## config.mk

```make
export PLATFORM = sky130hd
export DESIGN_NAME = instruction_encoder
export DESIGN_NICKNAME = d
export VERILOG_FILES = /design/src/rtl/instruction_encoder_pkg.sv /design/src/rtl/instruction_encoder_queue2.sv /design/src/rtl/instruction_encoder.sv
export SDC_FILE = /design/constraint.sdc
export NUM_CORES = 1
export LEC_CHECK = 0
export BUFFER_PORTS_ARGS = -buffer_cell sky130_fd_sc_hd__buf_2
export CAP_MARGIN = 20
export CORE_MARGIN = 3
export CORE_UTILIZATION = 48
export CTS_CLUSTER_DIAMETER = 80
export CTS_CLUSTER_SIZE = 24
export DETAILED_ROUTE_END_ITERATION = 8
export GPL_TIMING_DRIVEN = 0
export PLACE_DENSITY = 0.77
export SLEW_MARGIN = 0
export SYNTH_ARGS = -nofsm -noshare
export SYNTH_HDL_FRONTEND = slang
export SYNTH_SLANG_ARGS = --single-unit
```

## constraint.sdc

```tcl
create_clock -name clk -period 2.3 [get_ports clk]
set_clock_uncertainty 0.15 [all_clocks]
set_input_delay 0.23 -clock clk [delete_from_list [all_inputs] [get_ports clk]]
set_output_delay 0.23 -clock clk [all_outputs]
set_load 0.01 [all_outputs]
```

## src/rtl/instruction_encoder_pkg.sv

```systemverilog
// RV32I format/opcode constants and the pure field+immediate to instruction-word encoder.
// Latency: combinational helper only.
// Backpressure: not applicable; used inside the flow-controlled top level.
package instruction_encoder_pkg;

    localparam logic [2:0] FMT_R   = 3'b000;
    localparam logic [2:0] FMT_I   = 3'b001;
    localparam logic [2:0] FMT_S   = 3'b010;
    localparam logic [2:0] FMT_B   = 3'b011;
    localparam logic [2:0] FMT_U   = 3'b100;
    localparam logic [2:0] FMT_J   = 3'b101;
    localparam logic [2:0] FMT_CSR = 3'b110;
    localparam logic [2:0] FMT_INV = 3'b111;

    localparam logic [6:0] OPC_LUI    = 7'b0110111;
    localparam logic [6:0] OPC_AUIPC  = 7'b0010111;
    localparam logic [6:0] OPC_JAL    = 7'b1101111;
    localparam logic [6:0] OPC_JALR   = 7'b1100111;
    localparam logic [6:0] OPC_BRANCH = 7'b1100011;
    localparam logic [6:0] OPC_LOAD   = 7'b0000011;
    localparam logic [6:0] OPC_STORE  = 7'b0100011;
    localparam logic [6:0] OPC_OP_IMM = 7'b0010011;
    localparam logic [6:0] OPC_OP     = 7'b0110011;
    localparam logic [6:0] OPC_SYSTEM = 7'b1110011;

    typedef struct packed {
        logic [2:0] fmt;
        logic [6:0] opcode;
        logic [4:0] rd;
        logic [2:0] funct3;
        logic [4:0] rs1;
        logic [4:0] rs2;
        logic [6:0] funct7;
    } instr_fields_t;

    typedef struct packed {
        logic        error;
        logic [31:0] word;
    } enc_result_t;

    // Places the immediate per format; an immediate that does not round-trip through
    // the decoder's sign/zero extension flags an error and forces the word to zero.
    function automatic enc_result_t encode_instr(input instr_fields_t f, input logic [31:0] imm);
        enc_result_t r;
        r.error = 1'b0;
        r.word  = 32'h0;
        case (f.fmt)
            FMT_R: begin
                r.word = {f.funct7, f.rs2, f.rs1, f.funct3, f.rd, f.opcode};
            end
            FMT_I: begin
                r.word  = {imm[11:0], f.rs1, f.funct3, f.rd, f.opcode};
                r.error = (imm != {{21{imm[11]}}, imm[10:0]});
            end
            FMT_S: begin
                r.word  = {imm[11:5], f.rs2, f.rs1, f.funct3, imm[4:0], f.opcode};
                r.error = (imm != {{21{imm[11]}}, imm[10:0]});
            end
            FMT_B: begin
                r.word  = {imm[12], imm[10:5], f.rs2, f.rs1, f.funct3, imm[4:1], imm[11], f.opcode};
                r.error = (imm[31:12] != {20{imm[12]}}) || imm[0];
            end
            FMT_U: begin
                r.word  = {imm[31:12], f.rd, f.opcode};
                r.error = (imm[11:0] != 12'h0);
            end
            FMT_J: begin
                r.word  = {imm[20], imm[10:1], imm[11], imm[19:12], f.rd, f.opcode};
                r.error = (imm[31:20] != {12{imm[20]}}) || imm[0];
            end
            FMT_CSR: begin
                r.word  = {imm[11:0], f.rs1, f.funct3, f.rd, f.opcode};
                r.error = (imm[31:12] != 20'h0);
            end
            default: begin
                r.error = 1'b1;
            end
        endcase
        if (r.error) begin
            r.word = 32'h0;
        end
        return r;
    endfunction

endpackage

```

## src/rtl/instruction_encoder_queue2.sv

```systemverilog
// Two-entry FIFO, head always in head_q so the output is a plain register.
// Latency: an entry written at edge N is visible at the head from edge N (when queue was empty).
// Backpressure: in_ready depends only on count and rst, never on out_ready.
module encoder_queue2 #(
    parameter int WIDTH = 33
) (
    input  logic             clk,
    input  logic             rst,
    input  logic             in_valid,
    output logic             in_ready,
    input  logic [WIDTH-1:0] in_data,
    output logic             out_valid,
    input  logic             out_ready,
    output logic [WIDTH-1:0] out_data
);

    logic [1:0]       count;
    logic [WIDTH-1:0] head_q;
    logic [WIDTH-1:0] tail_q;
    logic             push;
    logic             pop;

    assign in_ready  = (count != 2'd2) && !rst;
    assign out_valid = (count != 2'd0);
    assign out_data  = head_q;
    assign push      = in_valid && in_ready;
    assign pop       = out_valid && out_ready;

    // Count and storage update; head is only overwritten when new head data exists,
    // so an emptied queue keeps presenting its last value.
    always_ff @(posedge clk) begin
        if (rst) begin
            count  <= 2'd0;
            head_q <= '0;
            tail_q <= '0;
        end else begin
            case ({push, pop})
                2'b10: begin
                    if (count == 2'd0) head_q <= in_data;
                    else               tail_q <= in_data;
                    count <= count + 2'd1;
                end
                2'b01: begin
                    if (count == 2'd2) head_q <= tail_q;
                    count <= count - 2'd1;
                end
                2'b11: begin
                    if (count == 2'd1) begin
                        head_q <= in_data;
                    end else begin
                        head_q <= tail_q;
                        tail_q <= in_data;
                    end
                end
                default: ;
            endcase
        end
    end

endmodule

```

## src/rtl/instruction_encoder.sv

```systemverilog
// Encodes RV32I fields + immediate into a word, queues {word, error} in a 2-deep FIFO.
// Latency: accepted request is at the output from the accepting edge; 1/cycle throughput.
// Backpressure: in_ready drops when the queue holds 2 entries or during reset.
module instruction_encoder
    import instruction_encoder_pkg::*;
#(
    parameter int ERR_COUNT_WIDTH = 16
) (
    input  logic                       clk,
    input  logic                       rst,
    input  logic                       in_valid,
    output logic                       in_ready,
    input  logic [2:0]                 in_format,
    input  logic [6:0]                 in_opcode,
    input  logic [4:0]                 in_rd,
    input  logic [2:0]                 in_funct3,
    input  logic [4:0]                 in_rs1,
    input  logic [4:0]                 in_rs2,
    input  logic [6:0]                 in_funct7,
    input  logic [31:0]                in_immediate,
    output logic                       out_valid,
    input  logic                       out_ready,
    output logic [31:0]                out_instruction,
    output logic                       out_error,
    output logic [ERR_COUNT_WIDTH-1:0] error_count
);

    instr_fields_t fields;
    enc_result_t   enc;
    enc_result_t   head;

    assign fields = '{fmt: in_format, opcode: in_opcode, rd: in_rd, funct3: in_funct3,
                      rs1: in_rs1, rs2: in_rs2, funct7: in_funct7};
    assign enc    = encode_instr(fields, in_immediate);

    encoder_queue2 #(.WIDTH($bits(enc_result_t))) u_queue (
        .clk       (clk),
        .rst       (rst),
        .in_valid  (in_valid),
        .in_ready  (in_ready),
        .in_data   (enc),
        .out_valid (out_valid),
        .out_ready (out_ready),
        .out_data  (head)
    );

    assign out_instruction = head.word;
    assign out_error       = head.error;

    // Saturating count of accepted requests that carried an error.
    always_ff @(posedge clk) begin
        if (rst) begin
            error_count <= '0;
        end else if (in_valid && in_ready && enc.error && (error_count != '1)) begin
            error_count <= error_count + 1'b1;
        end
    end

endmodule

```

Yosys cells after proc, flatten, opt, wreduce, memory -nomap -nowiden. Cells that the tools add are included.

Muxes and demuxes: 11. Reduce and logical (&&, ||, !) cells: 20. $add $sub $neg: 3. Equal/unequal tests: 20.

Operators by type and width (number): 32-bit one-hot mux with 6 select lines (1); 33-bit two-way mux (5); 33-bit one-hot mux with 3 select lines (1); 33-bit one-hot mux with 2 select lines (1); 32-bit two-way mux (1); 20-bit != test (1); 20-bit nonzero test (1); 19-bit != test (1); 16-bit by 1-bit adder with 16-bit output (second input constant) (1); 16-bit != test (second input constant) (1); 12-bit nonzero test (1); 11-bit != test (1); 3-bit == test (second input constant) (3); 2-bit == test (second input constant) (3); 3-bit by 2-bit == test with 1-bit output (second input constant) (2); 2-bit != test (second input constant) (3); 1-bit one-hot mux with 6 select lines (1); 3-bit AND reduction (2); 2-bit nonzero test (3); 1-bit logical AND (5); 2-bit by 1-bit == test with 1-bit output (second input constant) (2); 2-bit by 1-bit != test with 1-bit output (second input constant) (2); 2-bit one-hot mux with 2 select lines (1); 2-bit OR reduction (2); other kinds (8) (9).

Register bits after elaboration: 84. Logic and storage cells: 58. Output and inout port bits: 51. Bits of input ports: 71.

Longest topological paths before layout. Gate-level depths: netlist of the first run.

Depth in word-level cells: 6. Mapped depth: 13. Mapped depth without buffers: 12.

By module. From an unflattened synthesis of the first run, not the netlist that was laid out.

Cells, all modules: 603. Area total of the unflattened synthesis: 5033.6 um^2.

By module, submodules not included: encoder_queue2 (instances 1, cells an instance 327, area each 3130.5 um^2, sequential area each 1361.3 um^2); instruction_encoder (instances 1, cells an instance 276, area each 1903.1 um^2, sequential area each 320.3 um^2).

Least setup slack after synthesis of the first run. Ideal clock, no wire load.

Path type: register to register. From: register u_queue.count[0]. To: register u_queue.tail_q[13]. Cell stages (with the launch flop): 14. Path buffers: 1. Slack: -230 ps. Required time: 2080 ps. Library setup time: 70 ps. Period minus slack after synthesis: 2530 ps. Data arrival time: 2310 ps. Path through: dfxtp_1 inv_1 ha_1 nor2_1 nand2_1 inv_1 ha_1 inv_1 nor2_1 a21oi_1 a21oi_1 clkbuf_1 nand3_1 a21oi_1.

Cells in the longest elaborated chain, start to end: 6. Elaborated cells between the ends (all ways): 14. Those cells by class: 6 x eq/ne; 1 x mux; 7 x reduce/logical.

RTL lines: start, declared (line instruction_encoder_queue2.sv:17) `logic [1:0] count;`; start signal, assigned (line instruction_encoder_queue2.sv:41) `count <= count + 2'd1;`; start signal, assigned (line instruction_encoder_queue2.sv:45) `count <= count - 2'd1;`; 2-bit != test (*) (line instruction_encoder_queue2.sv:23) `assign in_ready = (count != 2'd2) && !rst;`; 1-bit logical AND (*) (line instruction_encoder_queue2.sv:23); via in_ready (line instruction_encoder.sv:12) `output logic in_ready,`; 1-bit logical AND (*) (line instruction_encoder_queue2.sv:26) `assign push = in_valid && in_ready;`; 2-bit == test (line instruction_encoder_queue2.sv:37) `case ({push, pop})`; 2-bit != test (no source line) or 2-bit nonzero test (tied branches); 3-bit AND reduction (no source line); end signal, assigned (line instruction_encoder_queue2.sv:40) `else tail_q <= in_data;`; end signal, assigned (line instruction_encoder_queue2.sv:52) `tail_q <= in_data;`; end, declared (line instruction_encoder_queue2.sv:19) `logic [WIDTH-1:0] tail_q;`.

The timed path passes the listed nets; every way through them passes the cells marked *. A chain may end at the register's enable or synchronous reset.

Worst setup path in the final report of the first run.
From: register u_queue.count[0]. To: register u_queue.tail_q[30].

Cells in the longest elaborated chain, start to end: 6. Elaborated cells between the ends (all ways): 14. Those cells by class: 6 x eq/ne; 1 x mux; 7 x reduce/logical.

RTL lines (line): 2-bit != test (instruction_encoder_queue2.sv:23); 1-bit logical AND (instruction_encoder_queue2.sv:23); 1-bit logical AND (instruction_encoder_queue2.sv:26); 2-bit == test (instruction_encoder_queue2.sv:37); 2-bit != test (no source line) or 2-bit nonzero test (tied branches); 3-bit AND reduction (no source line).

Several ways; a longest one is shown, not always the timed one.

==> flow_metrics.env, run 1 <==
export IMPL_dp_cells=810
export IMPL_yosys_area_top_type="dfxtp_1"
export IMPL_placed_area_um2=5440
export IMPL_diodes=0
export IMPL_power_frac_clock_pct=19.0
export IMPL_worstMarginPinSlew_ns=0.763
export IMPL_drc=0
export IMPL_nFillCells=671
export IMPL_cp_num_buf_inv=5
export IMPL_io_pins=122
export IMPL_end_kind="register"
export IMPL_final_period_utilization_pct=103
export IMPL_yosysMostFrequentCell="dfxtp_1"
export IMPL_slew_viol_final=0
export IMPL_crit_type="register to register"
export IMPL_fin_hold_ws_ns=0.00371
export IMPL_port_buffers=121
export IMPL_clkLatencyLatePin_ns=0.36
export IMPL_die_h_um=104
export IMPL_ys_warn_count=0
export IMPL_htreeDepth=3
export IMPL_clockBufferDepth=2
export IMPL_clkTransAtPathRegs_ns=0.09
export IMPL_status="finished with violations"
export IMPL_synthTopCellsByArea="dfxtp_1 36%, a221oi_2 6.5%, a21oi_1 5.9%"
export IMPL_p_int_mw=3.79
export IMPL_setup_viol=41
export IMPL_period_minus_slack_ns=2.36
export IMPL_synth_commonest_cells="84 x dfxtp_1, 63 x nand2_1, 59 x nor2_1"
export IMPL_synth_ff_type="dfxtp_1"
export IMPL_antenna_left=0
export IMPL_fmax_mhz=423
export IMPL_max_cap_viol_count=0
export IMPL_num_rows=35
export IMPL_p_leak_nw=2.66
export IMPL_first_pass_iters=7
export IMPL_setup_ws_ns=-0.0646
export IMPL_synth_seq_cells=84
export IMPL_die_w_um=104
export IMPL_crit_top_cell="inv_4"
export IMPL_stdcell_count=856
export IMPL_hold_viol=0
export IMPL_powerDensity_nw_per_um2=926
export IMPL_swShare_pct=39.0
export IMPL_syn_avg_cell_area_um2=8.30
export IMPL_grt_max_degree=14
export IMPL_ys_seq_area_share_pct=36.2
export IMPL_synth_top_area_share_pct=36.2
export IMPL_grt_pass1_wl_mm=24.1
export IMPL_fin_area_um2=6710
export IMPL_p_comb_share_pct=50.5
export IMPL_final_util_pct=71.9
export IMPL_cpMaxStageDelayCell="dfxtp_4"
export IMPL_power_mw=6.21
export IMPL_switchingPower_mw=2.42
export IMPL_cp_start_kind="register"
export IMPL_drive_above_1_share_pct=42.4
export IMPL_wl_per_cell_um=20.0
export IMPL_fp_coreArea_um2=9330
export IMPL_rrSetupSlack_ns=-0.06
export IMPL_tns_ns=-0.998
export IMPL_cts_tree="yes"
export IMPL_numCtsBuffers=9
export IMPL_place_ws_ns=-0.467
export IMPL_dr_total_vias=5252
export IMPL_rsz0062_at_grt="true"
export IMPL_wirelength_mm=17.1
export IMPL_antenna_found_initial=0
export IMPL_required_ns=2.43
export IMPL_max_slew_margin_pct=48.6
export IMPL_nets=803
export IMPL_path_delay_family="buffers and inverters"
export IMPL_vdd_drop_max_mv=0.429
export IMPL_initial_core_util_pct=49.8
export IMPL_syn_area_um2=4650
export IMPL_cp_max_fo=6
export IMPL_failed_checks="setup timing"
export IMPL_overflow=0
export IMPL_synth_edf_count=0
export IMPL_cts_root_buffer="clkbuf_8"
export IMPL_seqPwrFrac_pct=30.5
export IMPL_min_path_type="primary input to register"
export IMPL_syn_nets=641
export IMPL_grt_pass1_vias=4811
export IMPL_arrival_ns=2.49
export IMPL_routed_via_density=6.14
export IMPL_die_area_um2=10900
export IMPL_cpPeakStageDelay_ns=0.38
export IMPL_critical_path_cell_chain="inv_4, ha_4, nor2_4, nand2_4, inv_4, ha_4, inv_4, nor2_4, a21oi_2, a21oi_2, buf_6, clkbuf_16, nand3_2, a21oi_1"
export IMPL_syn_to_final_growth_pct=44.3
export IMPL_synthArstFlopShare_pct=0
export IMPL_synth_lib_cells_used_distinct=53
export IMPL_dp_hpwl_mm=11.0
export IMPL_gp_congestion=0.944
export IMPL_syn_instance_count=560
export IMPL_drt_initial_drc_count=424
export IMPL_grt_use_total_pct=26.8
export IMPL_cts_sinks=84
-- per-layer routing --
layer,global-route usage (%),part of all wire (%)
met5,0,0
met4,11.4,4.4
met3,4.90,8.9
met2,44.2,47
met1,34.3,39
-- final timing paths --
check | start | end | depth (start not counted)
min reg2reg | u_queue.tail_q[25] | u_queue.tail_q[25] | 2
min | in_opcode[2] | u_queue.out_data[2] | 3
max | u_queue.count[0] | u_queue.tail_q[30] | 14
max reg2reg | u_queue.count[0] | u_queue.tail_q[30] | 14
-- state kept, by name (all words and copies together) (netlist names) --
register and count:
error_count 16, u_queue.count 2, u_queue.out_data 33, u_queue.tail_q 33
-- layout by cell type (no fill, tap or decap), types with 9 or more instances in the layout --
cell and count:
clkbuf_8 10, buf_2 124, a221oi_4 13, a221oi_2 19, o21ai_0 35, a21oi_1 31, mux2i_1 9, buf_4 20
dfxtp_1 80, clkbuf_1 13, inv_1 9, a22o_1 12, nand3_1 14, a21oi_2 23, nor2_1 56, buf_6 13
nand4_1 12, nand2_1 60, nand3_2 24
-- power groups by stage --
| stage | Combinational (mW) | Sequential [mW] | Clock, mW |
|---|---|---|---|
| after floorplan | 1.21 | 1.96 | 0 |
| after global placement | 1.93 | 1.88 | 0 |
| after detailed placement | 1.97 | 1.89 | 0 |
| after CTS | 2.29 | 1.87 | 1.17 |
| after global routing | 3.33 | 1.92 | 1.23 |
| final | 3.13 | 1.89 | 1.18 |
-- kinds of logic after synthesis --
logic type                 share of synthesized area (%)
muxes                                               2.83
buffers and inverters                               6.16
and+or+nand+nor                                     22.5
AOI/OAI and AO/OA                                   29.2
xor gates and xnor gates                           0.377
DFF                                                 36.2
adders and majority gates                           2.69
-- repair_timing --
| item | 4_1_cts | 5_1_grt |
|---|---|---|
| pin swaps | 6 | 77 |
| setup buffers | 6 | 14 |
| setup endpoints to repair | 76 | 79 |
| hold buffers | 2 | 1 |
| resized for setup | 59 | 98 |
| hold endpoints to repair | 2 | 1 |
| gates cloned | 1 | 7 |
-- cell type report --
class	instances	area (um^2)	share of cell area (%)
multi-input cells	420	3280	48.9
clock inverters	4	72.6	1.08
plain buffers	40	333	4.96
inverters	15	63.8	0.951
flip-flops and latches	84	1690	25.2
clock buffers	12	145	2.16
well taps	129	161	2.41
repair buffers	152	963	14.4
-- worst reg2reg max path, delay by kind of cell, from the launching register on --
kind | cells | cell delay [ns]
compound gates | 3 | 0.41
fa+ha+maj | 2 | 0.31
buf+inv | 5 | 0.56
flops | 1 | 0.38
simple gates | 4 | 0.46
Power figures use the tool's default switching activity.
==> inputs of run 2 (changes only) <==
Settings changed: ABC_AREA set to 1, CORE_UTILIZATION 48 to 49.
==> flow_metrics.env, run 2 <==
export IMPL_status="finished clean"
export IMPL_cts_tree="yes"
export IMPL_die_w_um=107
export IMPL_cts_sinks=84
export IMPL_synthTopCellsByArea="dfxtp_1 34%, nand2_1 13%, a21oi_1 8.7%"
export IMPL_synth_seq_cells=84
export IMPL_worst_hold_startpoint="in_opcode[3]"
export IMPL_synth_edf_count=0
export IMPL_crit_type="register to register"
export IMPL_arrival_ns=2.35
export IMPL_nets=996
export IMPL_mostFrequentLayoutCells="167 x nand2_1, 131 x buf_2, 83 x a21oi_1, 82 x dfxtp_1, 80 x o21ai_0"
export IMPL_max_slew_margin_pct=60.0
export IMPL_die_area_um2=11500
export IMPL_port_buffers=118
export IMPL_dr_total_vias=5922
export IMPL_slew_viol_final=0
export IMPL_setup_viol=0
export IMPL_io_pins=122
export IMPL_cts_root_buffer="clkbuf_8"
export IMPL_syn_area_um2=5000
export IMPL_period_minus_slack_ns=2.25
export IMPL_ys_seq_area_share_pct=33.6
export IMPL_dp_cells=1015
export IMPL_syn_to_final_growth_pct=28.5
export IMPL_numCtsBuffers=9
export IMPL_antenna_found_initial=0
export IMPL_multi_input_area_um2=2870
export IMPL_synth_lib_cells_used_distinct=35
export IMPL_register_area_um2=1680
export IMPL_grt_pass1_wl_mm=25.7
export IMPL_wl_per_cell_um=15.2
export IMPL_yosys_area_top_type="dfxtp_1"
export IMPL_end_kind="register"
export IMPL_cp_max_fo=7
export IMPL_first_pass_iters=7
export IMPL_layout_commonest_cell="nand2_1"
export IMPL_synthArstFlopShare_pct=0
export IMPL_place_ws_ns=-0.588
export IMPL_diodes=0
export IMPL_worstHoldEndpoint="u_queue.tail_q[3]"
export IMPL_min_path_type="primary input to register"
export IMPL_reg2regPathDepth=14
export IMPL_routed_via_density=5.62
export IMPL_synth_top_area_share_pct=33.6
export IMPL_nFillCells=926
export IMPL_overflow=0
export IMPL_grt_pass1_vias=5430
export IMPL_synth_commonest_cells="170 x nand2_1, 87 x a21oi_1, 84 x dfxtp_1, 84 x o21ai_0, 74 x inv_1"
export IMPL_clkTransAtPathRegs_ns=0.09
export IMPL_yosysMostFrequentCell="nand2_1"
export IMPL_syn_avg_cell_area_um2=6.55
export IMPL_num_rows=36
export IMPL_wirelength_mm=16.0
export IMPL_grt_max_degree=16
export IMPL_gp_congestion=1.00
export IMPL_synth_ff_type="dfxtp_1"
export IMPL_antenna_left=0
export IMPL_syn_instance_count=764
export IMPL_initial_core_util_pct=50.7
export IMPL_drc=0
export IMPL_reg2reg_from="u_queue.count[1]"
export IMPL_powerDensity_nw_per_um2=868
export IMPL_fp_coreArea_um2=9860
export IMPL_hold_viol=0
export IMPL_final_period_utilization_pct=97.6
export IMPL_fmax_mhz=445
export IMPL_max_cap_viol_count=0
export IMPL_dp_hpwl_mm=11.4
export IMPL_worstMarginPinSlew_ns=0.600
export IMPL_holdPathStages=3
export IMPL_vdd_drop_max_mv=0.472
export IMPL_setup_ws_ns=0.0544
export IMPL_ys_warn_count=0
export IMPL_tns_ns=0
export IMPL_clkLatencyLatePin_ns=0.36
export IMPL_drt_initial_drc_count=504
export IMPL_htreeDepth=3
export IMPL_r2r_end="u_queue.out_data[32]"
export IMPL_p_leak_nw=3.03
export IMPL_clockBufferDepth=2
export IMPL_grt_use_total_pct=27.4
export IMPL_stdcell_count=1053
export IMPL_die_h_um=107
export IMPL_syn_nets=845
export IMPL_required_ns=2.40
export IMPL_rrSetupSlack_ns=0.05
export IMPL_drive_above_1_share_pct=24.3
export IMPL_cp_start_kind="register"
==> run 2: changes by cell type in the layout (fill, tap and decap cells not counted), sizes merged, moves of 10 or more <==
cell and delta:
nand2 +111, inv +66, o21ai +48, a221oi -38, nand3 +33, a21oi +32, nand4 +27, nor2 -23
xor2 +10
==> run 2: worst max-delay path by stage <==
stage | from | endpoint | slack, ns | cells after the start
floorplan | u_queue.count[0] | u_queue.out_data[10] | -0.05 | 14
global placement | u_queue.count[0] | u_queue.out_data[28] | -0.55 | 14
detailed placement | u_queue.count[0] | u_queue.out_data[31] | -0.59 | 14
CTS | u_queue.count[0] | u_queue.out_data[32] | 0.004 | 14
global route | u_queue.count[0] | u_queue.tail_q[20] | -0.03 | 14
finish | u_queue.count[1] | u_queue.out_data[32] | 0.05 | 14
==> run 2: timing repair <==
action,CTS,global route
pin swaps,3,5
gates resized for setup,51,35
cloned,3,2
hold endpoints to repair,6,0
setup endpoints to repair,66,79
setup buffers,5,6
hold buffers,6,0
==> run 2: worst max-delay path, cell delays in order, from the launching register on <==
cell and delay [ns]:
dfxtp_2 0.38, inv_4 0.05, ha_4 0.15, inv_2 0.08, nand2_4 0.06, buf_4 0.14, ha_1 0.20, inv_2 0.08
o22ai_1 0.08, nor2_2 0.22, buf_8 0.19, buf_6 0.12, nand2_1 0.06, a21oi_2 0.13, nor2_1 0.05
==> run 2: report_power, final <==
| group | internal [mW] | switching, mW | leakage (nW) |
|---|---|---|---|
| clock network | 0.432 | 0.580 | 0.0933 |
| logic | 1.07 | 1.50 | 2.25 |
| registers | 1.81 | 0.186 | 0.689 |
==> run 2: layout make-up <==
class                   count  area share, %
multi-input cells         551           44.7
flip-flops and latches     84           26.2
repair buffers            140           12.5
plain buffers              48           6.17
inverters                  81           4.94
well taps                 133           2.59
clock buffers              10           2.14
clock inverters             6          0.740
==> run 2: per-stage QoR <==
step / hold WS [ns] / instance area (um^2) / total power, mW / utilization [%]
CTS: 0.00808 / 6270 / 5.30 / 63.5
floorplan: 0.221 / 5030 / 3.30 / -
global placement: 0.334 / 5780 / 3.98 / 58.6
finish: 0.0331 / 6430 / 5.58 / 65.2
detailed placement: 0.346 / 5780 / 4.00 / 58.6
global route: 0.0256 / 6430 / 5.94 / 65.2
==> run 2: cells by family after synthesis <==
logic type	Yosys count	share of synthesized area, %
and+or+nand+nor	339	30.6
AOI/OAI and AO/OA	187	20.0
buffers and inverters	129	10.8
DFF	84	33.6
xor gates and xnor gates	15	2.63
adders and majority gates	10	2.50
==> run 2: metal layers <==
layer / vias to the layer above / GRT usage (%) / part of all wire, %
li1: 2887 / - / -
met1: 2691 / 35.9 / 43
met2: 304 / 45.8 / 47
met3: 40 / 5.24 / 8.1
met4: 0 / 8.22 / 2.4
met5: - / 0 / 0
